===== src/rtl/accum_seq_pkg.sv =====
// Shared types for the accumulator sequencer: opcodes, sequencer states and
// small opcode-classification helpers used by the core datapath.
package accum_seq_pkg;

  typedef enum logic [2:0] {
    OP_NOP  = 3'd0,
    OP_LDI  = 3'd1,
    OP_LDR  = 3'd2,
    OP_STR  = 3'd3,
    OP_ADD  = 3'd4,
    OP_SUB  = 3'd5,
    OP_ADDI = 3'd6,
    OP_SUBI = 3'd7
  } op_e;

  typedef enum logic [1:0] {
    IDLE = 2'd0,
    READ = 2'd1,
    EXEC = 2'd2
  } state_e;

  // Opcodes whose operand comes from the register file rather than the immediate.
  function automatic logic op_uses_reg(input op_e op);
    return (op == OP_LDR) || (op == OP_STR) || (op == OP_ADD) || (op == OP_SUB);
  endfunction

  // Opcodes that subtract the operand (A + ~op + 1).
  function automatic logic op_is_sub(input op_e op);
    return (op == OP_SUB) || (op == OP_SUBI);
  endfunction

  // Opcodes that produce an adder result and update both flags.
  function automatic logic op_is_arith(input op_e op);
    return (op == OP_ADD) || (op == OP_SUB) || (op == OP_ADDI) || (op == OP_SUBI);
  endfunction

endpackage


===== src/rtl/accum_regfile.sv =====
// Operand register file: NREGS x WIDTH, one synchronous write port, one
// asynchronous read port, all entries cleared by the async active-low reset.
module accum_regfile #(
  parameter  int WIDTH = 8,
  parameter  int NREGS = 4,
  localparam int SELW  = $clog2(NREGS)
) (
  input  logic             clk,
  input  logic             rst_n,
  input  logic             i_we,
  input  logic [SELW-1:0]  i_waddr,
  input  logic [WIDTH-1:0] i_wdata,
  input  logic [SELW-1:0]  i_raddr,
  output logic [WIDTH-1:0] o_rdata
);

  logic [WIDTH-1:0] r_mem [NREGS];

  // Storage: clear everything on reset, otherwise write one entry when enabled.
  always_ff @(posedge clk or negedge rst_n) begin
    if (!rst_n) begin
      for (int i = 0; i < NREGS; i++) begin
        r_mem[i] <= '0;
      end
    end else if (i_we) begin
      r_mem[i_waddr] <= i_wdata;
    end
  end

  // Read is combinational so the core can capture the operand in READ.
  assign o_rdata = r_mem[i_raddr];

endmodule


===== src/rtl/accum_seq_core.sv =====
// Accumulator core: three-state sequencer (IDLE/READ/EXEC), command latch,
// operand register, adder/subtractor, carry/zero flags and operand regfile.
//
// Handshake: a command transfers on a rising edge where cmd_valid && cmd_ready.
// cmd_ready is high only in IDLE; while it is low the driver must hold the
// command stable and valid. cmd_* are sampled only on the transfer edge.
// done pulses for exactly one cycle after the EXEC edge retires a command.
module accum_seq_core
  import accum_seq_pkg::*;
#(
  parameter  int WIDTH = 8,
  parameter  int NREGS = 4,
  localparam int SELW  = $clog2(NREGS)
) (
  input  logic             clk,
  input  logic             rst_n,
  input  logic             cmd_valid,
  output logic             cmd_ready,
  input  logic [2:0]       cmd_op,
  input  logic [SELW-1:0]  cmd_sel,
  input  logic [WIDTH-1:0] cmd_data,
  output logic             done,
  output logic [WIDTH-1:0] acc_q,
  output logic             cf,
  output logic             zf,
  output state_e           dbg_state
);

  // Reject unsupported parameterisations at elaboration.
  if ((WIDTH < 2) || (NREGS < 2) || ((NREGS & (NREGS - 1)) != 0)) begin : g_bad_params
    $error("accum_seq_core: WIDTH must be >= 2 and NREGS a power of two >= 2");
  end

  state_e           r_state;
  logic             r_ready;
  logic             r_done;
  op_e              r_op;
  logic [SELW-1:0]  r_sel;
  logic [WIDTH-1:0] r_data;
  logic [WIDTH-1:0] r_operand;
  logic [WIDTH-1:0] r_acc;
  logic             r_cf;
  logic             r_zf;

  logic [WIDTH-1:0] w_rdata;
  logic [WIDTH-1:0] w_b;
  logic [WIDTH:0]   w_sum;
  logic             w_sub;
  logic             w_we;

  // Store happens on the EXEC edge, so a following READ sees the new value.
  assign w_we = (r_state == EXEC) && (r_op == OP_STR);

  accum_regfile #(
    .WIDTH (WIDTH),
    .NREGS (NREGS)
  ) u_regfile (
    .clk     (clk),
    .rst_n   (rst_n),
    .i_we    (w_we),
    .i_waddr (r_sel),
    .i_wdata (r_acc),
    .i_raddr (r_sel),
    .o_rdata (w_rdata)
  );

  // Shared adder: subtraction is A + ~operand + 1, so carry-out means no borrow.
  assign w_sub = op_is_sub(r_op);
  assign w_b   = w_sub ? ~r_operand : r_operand;
  assign w_sum = {1'b0, r_acc} + {1'b0, w_b} + {{WIDTH{1'b0}}, w_sub};

  // Sequencer with registered handshake, accumulator, flags and done pulse.
  always_ff @(posedge clk or negedge rst_n) begin
    if (!rst_n) begin
      r_state   <= IDLE;
      r_ready   <= 1'b1;
      r_done    <= 1'b0;
      r_op      <= OP_NOP;
      r_sel     <= '0;
      r_data    <= '0;
      r_operand <= '0;
      r_acc     <= '0;
      r_cf      <= 1'b0;
      r_zf      <= 1'b0;
    end else begin
      r_done <= 1'b0;
      case (r_state)
        IDLE: begin
          if (cmd_valid) begin
            r_op    <= op_e'(cmd_op);
            r_sel   <= cmd_sel;
            r_data  <= cmd_data;
            r_ready <= 1'b0;
            r_state <= READ;
          end
        end
        READ: begin
          r_operand <= op_uses_reg(r_op) ? w_rdata : r_data;
          r_state   <= EXEC;
        end
        EXEC: begin
          if (op_is_arith(r_op)) begin
            r_acc <= w_sum[WIDTH-1:0];
            r_cf  <= w_sum[WIDTH];
            r_zf  <= (w_sum[WIDTH-1:0] == '0);
          end else if ((r_op == OP_LDI) || (r_op == OP_LDR)) begin
            r_acc <= r_operand;
            r_zf  <= (r_operand == '0);
          end
          r_done  <= 1'b1;
          r_ready <= 1'b1;
          r_state <= IDLE;
        end
        default: begin
          r_ready <= 1'b1;
          r_state <= IDLE;
        end
      endcase
    end
  end

  assign cmd_ready = r_ready;
  assign done      = r_done;
  assign acc_q     = r_acc;
  assign cf        = r_cf;
  assign zf        = r_zf;
  assign dbg_state = r_state;

endmodule


===== config.mk =====
export PLATFORM = sky130hd
export DESIGN_NAME = accum_seq_core
export DESIGN_NICKNAME = d
export VERILOG_FILES = /design/src/rtl/accum_seq_pkg.sv /design/src/rtl/accum_regfile.sv /design/src/rtl/accum_seq_core.sv
export SDC_FILE = /design/constraint.sdc
export NUM_CORES = 1
export LEC_CHECK = 0
export ABC_AREA = 1
export CORE_MARGIN = 5
export CORE_UTILIZATION = 55
export CTS_CLUSTER_DIAMETER = 120
export DETAILED_ROUTE_END_ITERATION = 8
export GPL_ROUTABILITY_DRIVEN = 0
export GPL_TIMING_DRIVEN = 0
export PLACE_DENSITY = 0.77
export SLEW_MARGIN = 5
export SYNTH_ARGS = -nofsm -noshare
export SYNTH_HDL_FRONTEND = slang
export SYNTH_SLANG_ARGS = --single-unit

===== constraint.sdc =====
create_clock -name clk -period 5.66 [get_ports clk]
set_clock_uncertainty 0.15 [all_clocks]
set_input_delay 1.132 -clock clk [delete_from_list [all_inputs] [get_ports clk]]
set_output_delay 1.132 -clock clk [all_outputs]
set_load 0.005 [all_outputs]

Word level (Yosys, flattened, before mapping)
Cells that the tools add are included.

word-level totals
  output and inout bits = 14
  flip-flop bits (word level) = 67

cells by class
  bitwise gates (word level) = 3
  reductions and logical operators = 18
  multiplexer cells = 17
  magnitude comparators = 2
  add/sub/neg operators = 2
  equal/unequal tests = 10

operator list
  cell                  count
  $mux W8               7
  $bwmux W32            1
  $bmux W8 S2           1
  $demux W8 S2          1
  $logic_not A8 Y1      2
  $eq A3 B3 Y1 const B  4
  $add A8 B8 Y9         1
  $add A9 B1 Y9         1
  $logic_or A1 B1 Y1    8
  $not A8 Y8            1
  $reduce_and A2 Y1     4
  $eq A3 B2 Y1 const B  2
  $mux W1               4
  $pmux W2 S2           1
  $eq A3 B1 Y1 const B  1
  $ge A3 B3 Y1 const B  1
  $lt A3 B1 Y1 const B  1
  $not A2 Y3            1
  $eq A2 B1 Y1 const B  1
  $eq A2 B2 Y1 const B  1
  $logic_and A1 B1 Y1   2
  $logic_not A2 Y1      1
  $mux W2               1
  $ne A2 B2 Y1 const B  1
  other kinds (3)       3

Longest topological paths before layout
Gate-level depths: netlist (run 1).

  word-level depth = 7
  gate-level depth with buffers = 15

Modules after synthesis
From an unflattened synthesis (run 1), not the netlist that was laid out.

unflattened totals
  cell total of the unflattened synthesis = 502
  area total of the unflattened synthesis = 3838.7 um^2

by module, submodules not included
  module          cells each  area each (um^2)  instances  sequential area each (um^2)
  accum_seq_core  267         2053.2            1          877.1
  accum_regfile   235         1785.5            1          800.8

Least setup slack after synthesis (run 1)
No wires, ideal clock.

  path type = reg2reg
  from = register r_op[2]
  to = register r_acc[7] (netlist: acc_q[7])
  required time = 5381 ps
  arrival time = 1759 ps
  period minus slack after synthesis = 2037 ps
  stages on the path, launching flop included = 15
  setup time = 129 ps
  setup slack = 3623 ps
  cells stage by stage = dfrtp_1 -> buf_6 -> nand2_4 -> xor2_1 -> inv_1 -> ha_1 -> nand2_1 -> inv_1 -> nand3_2 -> nand2_1 -> nand2_1 -> nand2_1 -> nand2_1 -> a21oi_1 -> o22ai_1

on the way
  word-level cells in the longest chain between the ends = 6
  elaborated cells between the ends (all ways) = 17
  classes of those cells = add/sub (2); eq/ne (6); mux (2); reduce/logical (7)

RTL lines
  element                                                     line                                       RTL
  from (decl)                                                 accum_seq_core.sv:37                       op_e r_op;
  from (signal assigned)                                      accum_seq_core.sv:90                       r_op <= op_e'(cmd_op);
  $eq A3 B3 Y1 (on tied branches)                             accum_seq_pkg.sv:29, accum_seq_pkg.sv:34
  $logic_or A1 B1 Y1 (on tied branches)                       accum_seq_pkg.sv:29, accum_seq_pkg.sv:34
  $mux W8 / $logic_or A1 B1 Y1 (equally long branches)        accum_seq_core.sv:69, accum_seq_pkg.sv:34
  $add A8 B8 Y9 / $logic_or A1 B1 Y1 (equally long branches)  accum_seq_core.sv:70, accum_seq_pkg.sv:34
  $add A9 B1 Y9 / $reduce_bool A2 Y1 (equally long branches)  n/a
  $mux W8 / $reduce_and A2 Y1 (equally long branches)         n/a
  to (signal assigned)                                        accum_seq_core.sv:103                      r_acc <= w_sum[WIDTH-1:0];
  to (signal assigned)                                        accum_seq_core.sv:107                      r_acc <= r_operand;
  to (decl)                                                   accum_seq_core.sv:41                       logic [WIDTH-1:0] r_acc;

Several ways; a longest one is shown, not always the timed one.
A chain may end at the register's enable or synchronous reset.

Worst setup path after layout (run 1)
  from = register r_ready (netlist: cmd_ready)
  to = output cmd_ready

RTL lines
  element                 line                   RTL
  from (decl)             accum_seq_core.sv:35   logic r_ready;
  from (signal assigned)  accum_seq_core.sv:76   r_ready <= 1'b1;
  from (signal assigned)  accum_seq_core.sv:93   r_ready <= 1'b0;
  from (signal assigned)  accum_seq_core.sv:111  r_ready <= 1'b1;
  to (decl)               accum_seq_core.sv:18   output logic cmd_ready,

No word-level cell between the ends.

==> results of run 1 <==
layout by cell type (no fill, tap or decap), drive strengths merged:
master and count:
inv 44, a2bb2oi 1, o22ai 8, nand2 144, nor3 1, o21ai 54
nand3 17, or2 2, nor2 23, clkdlybuf4s50 28, a21oi 8, fa 1
nand4 9, a31oi 2, o211ai 5, buf 9, dfrtp 66, clkinv 3
xor2 7, ha 9, nor4 2, bufinv 1, dfstp 1, clkbuf 15
where the power goes:
group	leakage, uW	internal [uW]	switching, uW	total (uW)
registers	0.000877	612	94.8	707
logic	0.00101	349	537	886
clock network	0.0000995	225	171	396
total	0.00199	1190	803	1990
final cells by class:
cell class | count | area [um2] | area share, %
multi-input combinational | 293 | 1500 | 37.4
tap | 75 | 93.8 | 2.34
clock inverter | 2 | 35.0 | 0.875
clock buffer | 13 | 159 | 3.97
buffer | 10 | 78.8 | 1.97
inverter | 46 | 175 | 4.37
sequential | 67 | 1680 | 41.9
timing repair buffer | 29 | 288 | 7.19
per-layer routing:
metal  up-vias  part of all wire [%]
met5         -                     0
met4         0                   2.5
met3        14                   3.4
met2        56                    50
met1      1317                    45
li1       1424                     -
registers in the layout (all words and copies together) (netlist names):
| signal | count |
|---|---|
| acc_q | 8 |
| cf | 1 |
| cmd_ready | 1 |
| dbg_state | 2 |
| done | 1 |
| r_data | 8 |
| r_op | 3 |
| r_operand | 8 |
| r_sel | 2 |
| u_regfile.r_mem | 32 |
| zf | 1 |
metrics by stage:
| step | instance area (um2) | utilization, % | hold WS, ns | power, uW | setup slack, ns |
|---|---|---|---|---|---|
| 5_1_grt | 4010 | 66.9 | 0.360 | 2170 | 2.95 |
| 4_1_cts | 4010 | 66.9 | 0.338 | 2000 | 2.97 |
| 2_1_floorplan | 3430 | - | 0.294 | 1320 | 3.62 |
| 3_5_place_dp | 3810 | 63.6 | 0.319 | 1600 | 2.96 |
| 3_3_place_gp | 3810 | 63.7 | 0.311 | 1570 | 1.13 |
| 6_report | 4010 | 66.9 | 0.335 | 1990 | 2.99 |
cell usage after synthesis, types with 5 or more instances:
master                    count  area share [%]
sky130_fd_sc_hd__nand2_1    137              15
sky130_fd_sc_hd__ha_1         9             3.3
sky130_fd_sc_hd__nand4_1      9             1.6
sky130_fd_sc_hd__o21ai_0     15             2.2
sky130_fd_sc_hd__o22ai_1      8             1.5
sky130_fd_sc_hd__xor2_1       7             1.8
sky130_fd_sc_hd__buf_6        5             1.6
sky130_fd_sc_hd__nand2_4      5             1.6
sky130_fd_sc_hd__nor2_1      19             2.1
sky130_fd_sc_hd__nand3_1     14             2.0
sky130_fd_sc_hd__a21oi_1      8             1.2
sky130_fd_sc_hd__dfrtp_1     66              48
sky130_fd_sc_hd__inv_1       39             4.3
sky130_fd_sc_hd__o21ai_1     39             5.7
kinds of logic (layout without fill, tap and decap cells):
group / after synthesis / in the layout
flops: 67 / 67
compound gates: 78 / 78
fa+ha+maj: 10 / 10
xor+xnor: 7 / 7
buf+inv: 56 / 100
simple gates: 198 / 198
worst max path at each step:
stage	cells after the start	end	from	slack [ns]
global placement	1	cf$_DFFE_PN0P_	rst_n	1.13
detailed placement	5	r_op[2]$_DFFE_PN0P_	cmd_valid	2.96
finish	1	cmd_ready	cmd_ready$_DFFE_PN1P_	2.99
global route	1	cmd_ready	cmd_ready$_DFFE_PN1P_	2.95
CTS	1	cmd_ready	cmd_ready$_DFFE_PN1P_	2.97
floorplan	14	acc_q[7]$_DFFE_PN0P_	r_op[2]$_DFFE_PN0P_	3.62
==> key figures, run 1 <==
Synthesis
  – Sequential cell area fraction in the yosys report: approximately half
  – Synthesized netlist net count: about 440
  – XOR/XNOR share of the synthesized area: between 1.5 and 2%
  – Number of register bits inferred by synthesis: 67
  – Share of synthesized cell area in and, or, nand and nor gates: 25.6%
  – Count of yosys warnings during synthesis: 0
  – Number of instances in the synthesized netlist: about 420
  – Post-synthesis compound-gate area fraction: between 10% and 20%
  – Post-synthesis instance area: roughly 3400 um2
  – Async SR Flop Fraction: 100%
  – Main combinational cell family by area after synthesis: simple AND/OR/NAND/NOR gates
  – Mean instance size in the synthesized netlist: roughly 8 um2
  – Adder and majority cell fraction of the synthesized area: 3.87%
  – Count of cell types in the netlist: 33
  – Synth Flop Type: sky130_fd_sc_hd__dfrtp_1
  – Number of enable-type register cells in the synthesized netlist: 0
  – Fraction of synthesized area in multiplexers: 0%

Detailed routing
  – Routed wire length: ~7600 um
  – Detail Route Antenna Nets: 0
  – Drt initial violations: approximately 200
  – Detailed Routing Iterations Pass 1: 4
  – DRC viols: 0
  – Avg WL per Cell: around 14 um
  – Via count of the routed design: 2811
  – Per-cell via count in the routed design: between 5 and 6

Worst setup path
  – Critical setup path kind: flip-flop to output pin
  – CP endpoint kind: output pin
  – CP peak stage delay: 0.54 ns
  – Crit path max-delay cell type: sky130_fd_sc_hd__dfstp_2
  – Reg2Reg Setup Slack: 3.35 ns
  – Worst R2R End: zf$_DFFE_PN0P_
  – Number of cells on the worst reg-to-reg path: 14
  – Type of element launching the critical path: flip-flop
  – Crit path buf inv count: 1
  – Cells along the critical path: clkdlybuf4s50_1
  – Gate family responsible for the most delay along the worst path: flip-flops
  – Critical Path Fanout Max: 2
  – Reg-to-reg startpoint: r_op[2]$_DFFE_PN0P_
  – Worst EP required: roughly 4.4 ns
  – Arrival time worst endpoint: roughly 1.4 ns

Min path
  – Tightest Hold Check Type: flip-flop to flip-flop
  – Endpoint of the worst hold-timing path: r_data[6]$_DFFE_PN0P_
  – Cell depth of the worst hold path: 2
  – Worst hold start: r_data[6]$_DFFE_PN0P_

CTS
  – Clock latency on the worst-skew pair: 0.34 ns
  – Setup fix buffers added after clock tree synthesis: 0
  – Clock input transition at the sequential cells of the worst setup and hold paths: approximately 0.070 ns
  – TritonCTS clock tree: built
  – H-Tree Level Count: 3
  – Post-CTS Resized: 0
  – Clk sink count: 67
  – Number of buffers inserted during clock tree synthesis: 9
  – Buffer depth of the longest clock path: 2
  – Library cell used as clock root buffer: sky130_fd_sc_hd__clkbuf_8
  – CTS hold repair buffers: 0

STA
  – RSZ-0062 raised after global routing: false
  – Max-slew violation count: 0
  – Hold violation total from the final report: 0
  – Fraction of the cycle the final worst path needs: a little under half
  – Total negative setup slack: 0 ns
  – Final setup violation count: 0
  – Final worst path period need: 2.67 ns
  – Measured slew at the worst slew-check pin: 0.823 ns
  – Top achievable clock speed: 375 MHz
  – Relative slew slack: 45.2%

Global route
  – Vias in the first global route: between 2000 and 3000
  – GRT overflow: 0
  – Pin count of the biggest net entering global routing: approximately 70
  – Most Crowded Layer GR: met2
  – Initial antenna violation count: 0
  – Global-route met3 utilization: ~3.1%
  – Global-route wire length before repair: 13100 um
  – Global Route Usage Sum: between 20% and 30%
  – Met2 Use GR: between 30% and 40%
  – Global routing usage on met1: roughly 29%

Flow run
  – # Max-Cap Violations: 0

Placed design
  – Number of buffers added on ports: 29
  – Final HPWL DP: between 5000 and 6000 um
  – Cell Count Post-Placement: 520

Cells and area
  – Fillers: 494
  – Fraction of layout cells with a size suffix above 1: a little under a tenth
  – Number of antenna diodes: 0
  – Synthesis-to-layout area growth: 16.8%
  – Post-layout nets: 482
  – Count of non-filler cells in the finished layout: about 540

Floorplan
  – Initial Util: a little under three fifths
  – Count of pins on the block boundary: 30
  – Floorplan Core Area: between 5000 and 6000 um2
  – DIE WIDTH: 89.0 um
  – Die ar.: approximately 8000 um2
  – Placement row count: 28
  – Y dimension of the die: 89.0 um

Power
  – Worst IR Drop VDD: 0.257 mV
  – Pleak: between 0.0015 and 0.002 uW
  – Power per standard cell area: ~500 nW/um2

Status
  – Run status: finished clean
Power figures use the tool's default switching activity.
==> run 2, diff against run 1 <==
Clock period 5.66 ns to 2.5 ns, I/O delays scaled along.
==> results of run 2 <==
The final DEF is identical to that of run 1. Status: finished clean.
Among the figures that moved: setup slack after placement 2.96 ns -> 0.225 ns; setup slack after layout 2.99 ns -> 0.187 ns; hold slack 0.335 ns -> 0.118 ns; start point of the critical path cmd_ready$_DFFE_PN1P_ -> r_op[2]$_DFFE_PN0P_; end point of the critical path cmd_ready -> zf$_DFFE_PN0P_; register-to-register setup slack 3.35 ns -> 0.19 ns; total power 1990 uW -> 4500 uW; worst IR drop on VDD 0.257 mV -> 0.582 mV
==> run 3, diff against run 2 <==
Settings changed: CELL_PAD_IN_SITES_DETAIL_PLACEMENT set to 0, CELL_PAD_IN_SITES_GLOBAL_PLACEMENT set to 1, CORE_UTILIZATION 55 to 43, PLACE_DENSITY 0.77 to unset, PLACE_DENSITY_LB_ADDON set to 0.1.
==> key figures, run 3 (synthesized netlist as in run 1, its figures left out) <==
Global route
  – Vias in the first global route: 2721 (was 2806)
  – Initial antenna violation count: 0 (unchanged)
  – Pin count of the biggest net entering global routing: 68 (unchanged)
  – GRT overflow: 0 (unchanged)
  – Global-route wire length before repair: 13300 um (was 13100 um)
  – Global Route Usage Sum: 16.9% (was 21.7%)

STA
  – Final setup violation count: 0 (unchanged)
  – Max-slew violation count: 0 (unchanged)
  – Relative slew slack: 43.2% (was 45.2%)
  – Fraction of the cycle the final worst path needs: 91.1% (was 92.5%)
  – Hold violation total from the final report: 0 (unchanged)
  – Top achievable clock speed: 439 MHz (was 432 MHz)
  – Final worst path period need: 2.28 ns (was 2.31 ns)
  – Measured slew at the worst slew-check pin: 0.852 ns (was 0.823 ns)
  – Total negative setup slack: 0 ns (unchanged)

Power
  – Power per standard cell area: 1130 nW/um2 (was 1120 nW/um2)
  – Int Power: 2720 uW (was 2690 uW)
  – Worst IR Drop VDD: 0.441 mV (was 0.582 mV)
  – Pleak: 0.00200 uW (was 0.00199 uW)
  – Share of power burned in the clock network: 20.7% (was 19.9%)
  – Share of power burned in combinational logic: 44.3% (was 44.6%)
  – Net Switching: 1850 uW (was 1820 uW)
  – Relative contribution of sequential cells to total power: 35.0% (was 35.5%)
  – Switching share of power: 40.5% (was 40.4%)

Worst setup path
  – Worst EP required: 2.57 ns (was 2.61 ns)
  – Critical setup path kind: flip-flop to flip-flop (unchanged)
  – Worst R2R End: acc_q[7]$_DFFE_PN0P_ (was zf$_DFFE_PN0P_)
  – Reg2Reg Setup Slack: 0.22 ns (was 0.19 ns)
  – Cells along the critical path: buf_6 > nand2_4 > xor2_2 > inv_1 > ha_1 > nand2_1 > inv_1 > nand3_2 > nand2_1 > nand2_1 > nand2_1 > nand2_1 > a21oi_1 > o22ai_1 (was buf_6 > nand2_4 > xor2_1 > inv_1 > ha_1 > nand2_1 > inv_1 > nand3_2 > nand2_1 > nand2_1 > nand3_1 > nor2_1 > nand3_1 > a21oi_1)
  – Crit path launch: r_op[2]$_DFFE_PN0P_ (unchanged)
  – Gate family responsible for the most delay along the worst path: simple AND/OR/NAND/NOR gates (unchanged)
  – Critical Path Fanout Max: 10 (unchanged)
  – Critical path capture point: acc_q[7]$_DFFE_PN0P_ (was zf$_DFFE_PN0P_)
  – CP endpoint kind: flip-flop (unchanged)
  – CP peak stage delay: 0.38 ns (was 0.37 ns)
  – Type of element launching the critical path: flip-flop (unchanged)
  – Number of cells on the worst reg-to-reg path: 14 (unchanged)
  – Arrival time worst endpoint: 2.35 ns (was 2.43 ns)
  – Reg-to-reg startpoint: r_op[2]$_DFFE_PN0P_ (unchanged)
  – Crit path max-delay cell type: sky130_fd_sc_hd__dfrtp_1 (unchanged)
  – CP dominant cell by count: sky130_fd_sc_hd__nand2_1 (unchanged)
  – Stages on worst setup path: 14 (unchanged)
  – Crit path buf inv count: 3 (unchanged)

Cells and area
  – Register area: 1680 um2 (unchanged)
  – Commonest cells after routing, fill and taps aside: sky130_fd_sc_hd__nand2_1, sky130_fd_sc_hd__dfrtp_1, sky130_fd_sc_hd__inv_1, sky130_fd_sc_hd__o21ai_1, sky130_fd_sc_hd__clkdlybuf4s50_1 (unchanged)
  – Fillers: 774 (was 494)
  – Fraction of layout cells with a size suffix above 1: 10.4% (was 9.57%)
  – Number of antenna diodes: 0 (unchanged)
  – Synthesis-to-layout area growth: 18.5% (was 16.8%)
  – Count of non-filler cells in the finished layout: 563 (was 535)
  – Biggest register: u_regfile.r_mem (unchanged)
  – Area of the multi-input gates: 1510 um2 (was 1500 um2)
  – Final core area utilization: 52.3% (was 66.9%)
  – Flip-flop count of the largest register, all copies and words added: 32 (unchanged)
  – Most frequent standard cell in the layout excluding fill and tap cells: sky130_fd_sc_hd__nand2_1 (unchanged)
  – Post-layout nets: 482 (unchanged)

CTS
  – Number of buffers inserted during clock tree synthesis: 9 (unchanged)
  – TritonCTS clock tree: built (unchanged)
  – CTS hold repair buffers: 0 (unchanged)
  – Clock input transition at the sequential cells of the worst setup and hold paths: 0.08 ns (was 0.07 ns)
  – Post-CTS Resized: 0 (unchanged)
  – Clock latency on the worst-skew pair: 0.34 ns (about the same)
  – Clk sink count: 67 (unchanged)
  – H-Tree Level Count: 3 (unchanged)
  – Library cell used as clock root buffer: sky130_fd_sc_hd__clkbuf_8 (unchanged)
  – Setup fix buffers added after clock tree synthesis: 0 (unchanged)
  – Buffer depth of the longest clock path: 2 (unchanged)

Placed design
  – Number of buffers added on ports: 29 (unchanged)
  – Final HPWL DP: 6010 um (was 5810 um)
  – Cell Count Post-Placement: 547 (was 520)

Floorplan
  – Initial Util: 44.2% (was 57.2%)
  – DIE WIDTH: 99.3 um (was 89.0 um)
  – Count of pins on the block boundary: 30 (unchanged)
  – Placement row count: 32 (was 28)
  – Floorplan Core Area: 7770 um2 (was 5990 um2)
  – Die ar.: 9860 um2 (was 7910 um2)
  – Y dimension of the die: 99.3 um (was 89.0 um)

Detailed routing
  – Avg WL per Cell: 13.8 um (was 14.1 um)
  – Detail Route Antenna Nets: 0 (unchanged)
  – DRC viols: 0 (unchanged)
  – Drt initial violations: 101 (was 203)
  – Via count of the routed design: 2777 (was 2811)
  – Per-cell via count in the routed design: 4.93 (was 5.25)
  – Routed wire length: 7770 um (was 7550 um)
  – Detailed Routing Iterations Pass 1: 4 (unchanged)

Flow run
  – # Max-Cap Violations: 0 (unchanged)

Status
  – Run status: finished clean (unchanged)

Min path
  – Tightest Hold Check Type: input pin to async pin (unchanged)
[run 3: how the worst min path moves through the flow]
| stage | start | endpoint | slack [ns] | depth (start not counted) |
|---|---|---|---|---|
| finish | rst_n | u_regfile.r_mem[17]$_DFFE_PN0P_ | 0.11 | 1 |
| global route | rst_n | u_regfile.r_mem[17]$_DFFE_PN0P_ | 0.18 | 1 |
| CTS | rst_n | u_regfile.r_mem[3]$_DFFE_PN0P_ | 0.15 | 1 |
| detailed placement | r_data[6]$_DFFE_PN0P_ | r_data[6]$_DFFE_PN0P_ | 0.32 | 2 |
| global placement | r_data[6]$_DFFE_PN0P_ | r_data[6]$_DFFE_PN0P_ | 0.31 | 2 |
| floorplan | rst_n | acc_q[0]$_DFFE_PN0P_ | 0.05 | 0 |
[run 3: power groups by stage]
stage,Combinational [uW],Clock [uW],Sequential (uW)
final,2030,948,1600
after global routing,2340,1030,1650
after CTS,2040,968,1600
after detailed placement,2030,0,1620
after global placement,2010,0,1610
after floorplan,1410,0,1580
[run 3: routing by layer]
metal,routed length [um],vias up,global-route usage [%]
li1,-,1433,-
met5,0,-,0
met1,3750,1297,22.9
met2,3650,34,27.3
met4,121,0,6.30
met3,242,13,2.59
[run 3: per-stage QoR]
step / setup slack, ns / total power [uW] / hold slack (ns) / cell area, um2
finish: 0.223 / 4570 / 0.114 / 4070
floorplan: 0.463 / 2990 / 0.0544 / 3430
CTS: 0.156 / 4610 / 0.149 / 4060
global route: -0.0137 / 5010 / 0.179 / 4070
detailed placement: 0.166 / 3650 / 0.317 / 3840
global placement: -1.52 / 3630 / 0.312 / 3850
[run 3: layout make-up]
class | count | area share [%]
timing repair buffer | 29 | 7.08
buffer | 10 | 1.94
sequential | 67 | 41.3
multi-input combinational | 293 | 37.0
tap | 102 | 3.14
clock inverter | 4 | 1.17
inverter | 46 | 4.31
clock buffer | 12 | 4.06
